--- src/rtl/wb_dbg_master.sv ---
// rtl/wb_dbg_master.sv - byte-stream command parser driving single-beat local-bus reads/writes
// Optional bus timeout is enabled by defining WB_DBG_TIMEOUT_EN.
module wb_dbg_master #(
  parameter int TIMEOUT = 255
) (
  input  logic        clk,
  input  logic        rst,
  input  logic [7:0]  cmd_data,
  input  logic        cmd_valid,
  output logic        cmd_ready,
  output logic [7:0]  rsp_data,
  output logic        rsp_valid,
  input  logic        rsp_ready,
  output logic [15:0] wb_addr,
  output logic [31:0] wb_wdata,
  output logic [3:0]  wb_wmsk,
  output logic        wb_we,
  output logic        wb_cyc,
  input  logic        wb_ack,
  input  logic [31:0] wb_rdata
);

  typedef enum logic [2:0] {
    S_CMD,
    S_ADDR_HI,
    S_ADDR_LO,
    S_DATA,
    S_BUS,
    S_RESP
  } state_t;

  state_t      state;
  state_t      state_nxt;
  logic [1:0]  data_cnt;
  logic [2:0]  rsp_cnt;
  logic [31:0] rsp_shift;
  logic        cmd_fire;
  logic        rsp_fire;
  logic        rsp_last;
  logic        bus_tmo;
  logic        bus_done;

  if (TIMEOUT < 1 || TIMEOUT > 65535) begin : g_bad_timeout
    $error("wb_dbg_master: TIMEOUT must be in 1..65535");
  end

  assign cmd_fire = cmd_valid & cmd_ready;
  assign rsp_fire = rsp_valid & rsp_ready;
  // Status byte is reply byte 0; reads add four data bytes.
  assign rsp_last = (rsp_cnt == (wb_we ? 3'd0 : 3'd4));
  assign bus_done = (state == S_BUS) && (wb_ack || bus_tmo);

`ifdef WB_DBG_TIMEOUT_EN
  localparam logic [15:0] TMO_LAST = 16'(TIMEOUT - 1);
  logic [15:0] tmo_cnt;

  always_ff @(posedge clk) begin
    if (rst || state != S_BUS) begin
      tmo_cnt <= '0;
    end else if (!wb_ack) begin
      tmo_cnt <= tmo_cnt + 16'd1;
    end
  end

  // Ack in the final cycle takes priority over the timeout.
  assign bus_tmo = (state == S_BUS) && !wb_ack && (tmo_cnt == TMO_LAST);
`else
  assign bus_tmo = 1'b0;
`endif

  always_ff @(posedge clk) begin
    if (rst) begin
      state <= S_CMD;
    end else begin
      state <= state_nxt;
    end
  end

  always_comb begin
    state_nxt = state;
    cmd_ready = 1'b0;
    wb_cyc    = 1'b0;
    case (state)
      S_CMD: begin
        cmd_ready = 1'b1;
        if (cmd_valid) state_nxt = S_ADDR_HI;
      end
      S_ADDR_HI: begin
        cmd_ready = 1'b1;
        if (cmd_valid) state_nxt = S_ADDR_LO;
      end
      S_ADDR_LO: begin
        cmd_ready = 1'b1;
        if (cmd_valid) state_nxt = wb_we ? S_DATA : S_BUS;
      end
      S_DATA: begin
        cmd_ready = 1'b1;
        if (cmd_valid && data_cnt == 2'd3) state_nxt = S_BUS;
      end
      S_BUS: begin
        wb_cyc = 1'b1;
        if (wb_ack || bus_tmo) state_nxt = S_RESP;
      end
      S_RESP: begin
        if (rsp_fire && rsp_last) state_nxt = S_CMD;
      end
      default: state_nxt = S_CMD;
    endcase
  end

  always_ff @(posedge clk) begin
    if (rst) begin
      wb_addr   <= '0;
      wb_wdata  <= '0;
      wb_wmsk   <= '0;
      wb_we     <= 1'b0;
      data_cnt  <= '0;
      rsp_cnt   <= '0;
      rsp_shift <= '0;
      rsp_data  <= '0;
      rsp_valid <= 1'b0;
    end else begin
      if (cmd_fire) begin
        case (state)
          S_CMD: begin
            wb_we    <= cmd_data[7];
            wb_wmsk  <= cmd_data[7] ? cmd_data[3:0] : 4'h0;
            wb_wdata <= '0;
            data_cnt <= '0;
          end
          S_ADDR_HI: wb_addr[15:8] <= cmd_data;
          S_ADDR_LO: wb_addr[7:0]  <= cmd_data;
          S_DATA: begin
            wb_wdata <= {wb_wdata[23:0], cmd_data};
            data_cnt <= data_cnt + 2'd1;
          end
          default: ;
        endcase
      end

      if (bus_done) begin
        rsp_valid <= 1'b1;
        rsp_cnt   <= '0;
        rsp_data  <= wb_ack ? 8'h00 : 8'hFF;
        rsp_shift <= wb_ack ? wb_rdata : 32'h0;
      end else if (rsp_fire) begin
        rsp_cnt <= rsp_cnt + 3'd1;
        if (rsp_last) begin
          rsp_valid <= 1'b0;
        end else begin
          rsp_data  <= rsp_shift[31:24];
          rsp_shift <= {rsp_shift[23:0], 8'h00};
        end
      end
    end
  end

endmodule

--- config.mk ---
export PLATFORM = sky130hd
export DESIGN_NAME = wb_dbg_master
export DESIGN_NICKNAME = d
export VERILOG_FILES = /design/src/rtl/wb_dbg_master.sv
export SDC_FILE = /design/constraint.sdc
export NUM_CORES = 1
export LEC_CHECK = 0
export ABC_AREA = 1
export BUFFER_PORTS_ARGS = -buffer_cell sky130_fd_sc_hd__buf_4
export CAP_MARGIN = 10
export CORE_MARGIN = 5
export CORE_UTILIZATION = 40
export CTS_CLUSTER_DIAMETER = 100
export DETAILED_ROUTE_END_ITERATION = 10
export SETUP_SLACK_MARGIN = 0.1
export SLEW_MARGIN = 30
export SYNTH_ARGS = -nofsm -noshare
export SYNTH_HDL_FRONTEND = slang
export SYNTH_SLANG_ARGS = --single-unit
--- constraint.sdc ---
create_clock -name clk -period 1.77 [get_ports clk]
set_input_delay 0.4425 -clock clk [delete_from_list [all_inputs] [get_ports clk]]
set_output_delay 0.4425 -clock clk [all_outputs]
set_load 0.1 [all_outputs]
==> results.txt <==
- Combinational fraction of design power: 0.248
- STA classifies the critical path startpoint as a flip-flop.
- Once detail routing completed, the nets flagged for antenna violations numbered 0.
- Minimum clock period after layout: about 1600 ps
- At the placement stage, the worst setup path has a slack of ~160 ps.
* Clock root cell: clkbuf_8
- After filler insertion, the fill cell instance count of the layout stands at between 900 and 1,000.
* Relative contribution of sequential cells to total power: 0.483
- Vias: about 3,800
- Congestion Overflow GR: 0
- Net switching power of the design: 1.79 mW
- Total count of max-transition violations in the final report: 0
* Post-synthesis instance area: between 4000 and 5000 um^2
* Net count of the mapped netlist: ~560
* Category of the most critical setup path: reg -> out
- The count of endpoints failing hold in the final timing report is 0.
- Top area cells in the synthesized netlist: dfxtp_1 (50%), a21oi_1 (8.8%), nand2_1 (6.7%)
- Most frequently used flop master after synthesis: dfxtp_1
- Counting the buffers created by CTS gives 9.
- In this run the vertical extent of the chip is 111 um.
- In this run the static leakage power is roughly 2.2 nW.
- The area growth from synthesis to layout is 29.6%.
- Via count of the first global-routing pass: 3,525
- Setup violations remaining at the end of the flow were counted as 0.
* Cell with the most instances after synthesis: dfxtp_1
- Number of detailed-route iterations in the first pass: 7
- Util after Layout: 0.535
* Initial antenna violation count: 0
* Floorplan die area: approximately 12,000 um^2
- In this run the deepest clock path goes through 2 buffers.
* Syn Inst Count: around 520
- Of the synthesized area, sequential elements account for 0.504.
* Initial detailed-routing violation count: 221
- Crit end category: primary output
- The run finished with clean final reports.
- Clock latency reported for the late side of the worst-skew pair: between 300 and 400 ps
* Share of the cycle needed by the critical path after routing: 0.921
- Of the total power, the share spent switching nets is 0.340.
- The repair_antennas step left the layout with diodes totalling 0.
- Transition at the pin with the smallest max-transition slack: between 500 and 600 ps
* Aggregate routed wire length: 10.5 mm
- Headroom to the max-slew limit came out at 0.642.
- Maximum number of pins on one net before global-route repair: 52
- After clock tree synthesis, the clock-pin slew on the worst setup and hold paths is around 100 ps.
* Post-Synthesis Mean Instance Area: 7.87 um^2
- Starting utilization of the core area: 0.413
- Of the cells placed in the final design, the portion with a size suffix greater than 1 is 0.282.
- Dividing the detail-routed via count by the number of cells gives between 5 and 6.
- I/O pin total: about 110
- Pwr/cell area: 1000 nW/um^2
- In this run, distinct cell masters in the synthesized netlist total 28.
* Total instance count after detailed placement: between 700 and 800
- Post-DR wirelength/cell: between 10 and 15 um
* Maximum fanout count along the critical path: 6
* Unrepaired setup endpoints after global routing: yes
* Number of nets in the finished design: 664
- Worst min-delay path class: in -> reg
- After floorplanning, the core was sized to cover around 9800 um^2.
- Site Rows: 36
- Based on the critical path, the design can be clocked at up to slightly above 600 MHz.
* Hold Slack: around 350 ps
- Asr flop ratio synth: 0
- Number of synthesized register bits: a little over 100
- Max Cap Viol: 0
* Proportion of power drawn by the clock network: 0.269
- Measured along the x axis, the die boundary spans 111 um.
- Level count of the clock H-tree: 3
- Syn. warnings: 0
- TritonCTS sink count: a little over 100
* Count of placed standard cells in the final layout, fillers left out: approximately 750
- Synth area leader: dfxtp_1
- VDD sags by at most between 0.5 and 0.6 mV.
- Counting instances in the post-synthesis netlist gives the leading cell types as dfxtp_1 (102), nand2_1 (72), a21oi_1 (71).
- Internal power: 3.48 mW
* All-layer global routing usage: 0.165
- Clock tree from TritonCTS: done
* Required @ worst endpoint: roughly 1300 ps
- TNS Setup: 0 ps
* # DRC: 0
- Post-synth EDFFs: 0
* Wire length of the first global-routing pass: 17.1 mm
- Detailed placement ended at an HPWL of a little over 7 mm.
- Port buffering added around 110 buffers.
- Buffers inserted to repair hold after CTS numbered 0.
- Final setup slack of the worst path: 139 ps
- RePlAce Congestion: 0.790
- Of the post-synthesis cell area, the dominant cell type holds 0.504.
- Between clock sinks in the finished design, the worst skew comes to 17.0 ps.
- STA puts the critical path data arrival time at around 1200 ps.
==> layout by cell type, fill, tap and decap left out, types with 2 or more instances in the layout <==
master        n
dfxtp_1      97
dfxtp_4       2
nand4_1       2
nand2_1      71
or2_2         8
nor2_1       49
a21oi_1      71
buf_4       120
inv_1        19
o21ai_1       8
o21ai_0      36
dfxtp_2       3
buf_12        4
ha_1          3
inv_2         5
clkinv_2      3
o211ai_1      8
nand3_1      44
clkinvlp_4    2
nor3_2        5
nor3_1       36
clkbuf_8      9
nand2_2       3
nor2_2        2
==> power by group through the flow <==
stage | Sequential, mW | Clock [mW] | Combinational [mW]
2_1_floorplan | 2.96 | 0 | 0.582
3_3_place_gp | 2.59 | 0 | 1.26
3_5_place_dp | 2.60 | 0 | 1.27
4_1_cts | 2.54 | 1.46 | 1.30
5_1_grt | 2.56 | 1.56 | 1.41
6_report | 2.54 | 1.42 | 1.31
==> routing by layer <==
layer | part of all wire | GRT usage | up-vias
met5 | 0 | 0 | -
met4 | 0.0093 | 0.0419 | 0
met3 | 0.047 | 0.0333 | 7
met2 | 0.46 | 0.253 | 95
met1 | 0.49 | 0.235 | 1742
li1 | - | - | 1931
==> path summary, 6_finish.rpt <==
kind / slack [ps] / start / endpoint / depth (start not counted)
setup / recovery: 140 / state[1] / wb_cyc / 4
hold / removal: 350 / cmd_data[5] / wb_wdata[5] / 3
setup reg to reg: 250 / state[1] / rsp_shift[22] / 7
hold reg to reg: 460 / data_cnt[0] / data_cnt[0] / 1
==> through the flow <==
| step | area, um^2 | total power [mW] |
|---|---|---|
| after global placement | 5010 | 3.85 |
| after floorplan | 4070 | 3.54 |
| final | 5250 | 5.27 |
| after detailed placement | 5010 | 3.86 |
| after global routing | 5250 | 5.53 |
| after CTS | 5230 | 5.30 |
==> logic make-up after synthesis <==
family | after synthesis | share of synthesized area
DFF | 102 | 0.504
buffers and inverters | 62 | 0.0685
AOI/OAI and AO/OA | 123 | 0.157
adders and majority gates | 3 | 0.00926
and+or+nand+nor | 225 | 0.262
==> area by class of cell <==
type / instances / area (um^2) / area share
Multi-Input combinational cell: 351 / 1750 / 0.332
Tap cell: 133 / 166 / 0.0317
Sequential cell: 102 / 2050 / 0.391
Timing Repair Buffer: 125 / 992 / 0.189
Inverter: 27 / 109 / 0.0207
Clock inverter: 6 / 62.6 / 0.0119
Clock buffer: 9 / 124 / 0.0236
==> state kept, by name, summed over array words and instances, names as in the netlist <==
signal / count
data_cnt: 2
wb_wmsk: 4
state: 3
rsp_shift: 32
wb_we: 1
rsp_cnt: 3
rsp_data: 8
rsp_valid: 1
wb_wdata: 32
wb_addr: 16
==> worst max-delay path, cell delays in order (launching register included) <==
cell	delay (ps)
dfxtp_4	380
nor2_4	110
nand2_4	90
clkinvlp_4	90
buf_12	160
==> timing repair <==
action / in CTS / in global routing
gates cloned: 0 / 0
gates resized for setup: 7 / 2
endpoints found under the setup margin: 2 / 3
setup buffers: 1 / 2
Power figures use the tool's default switching activity.
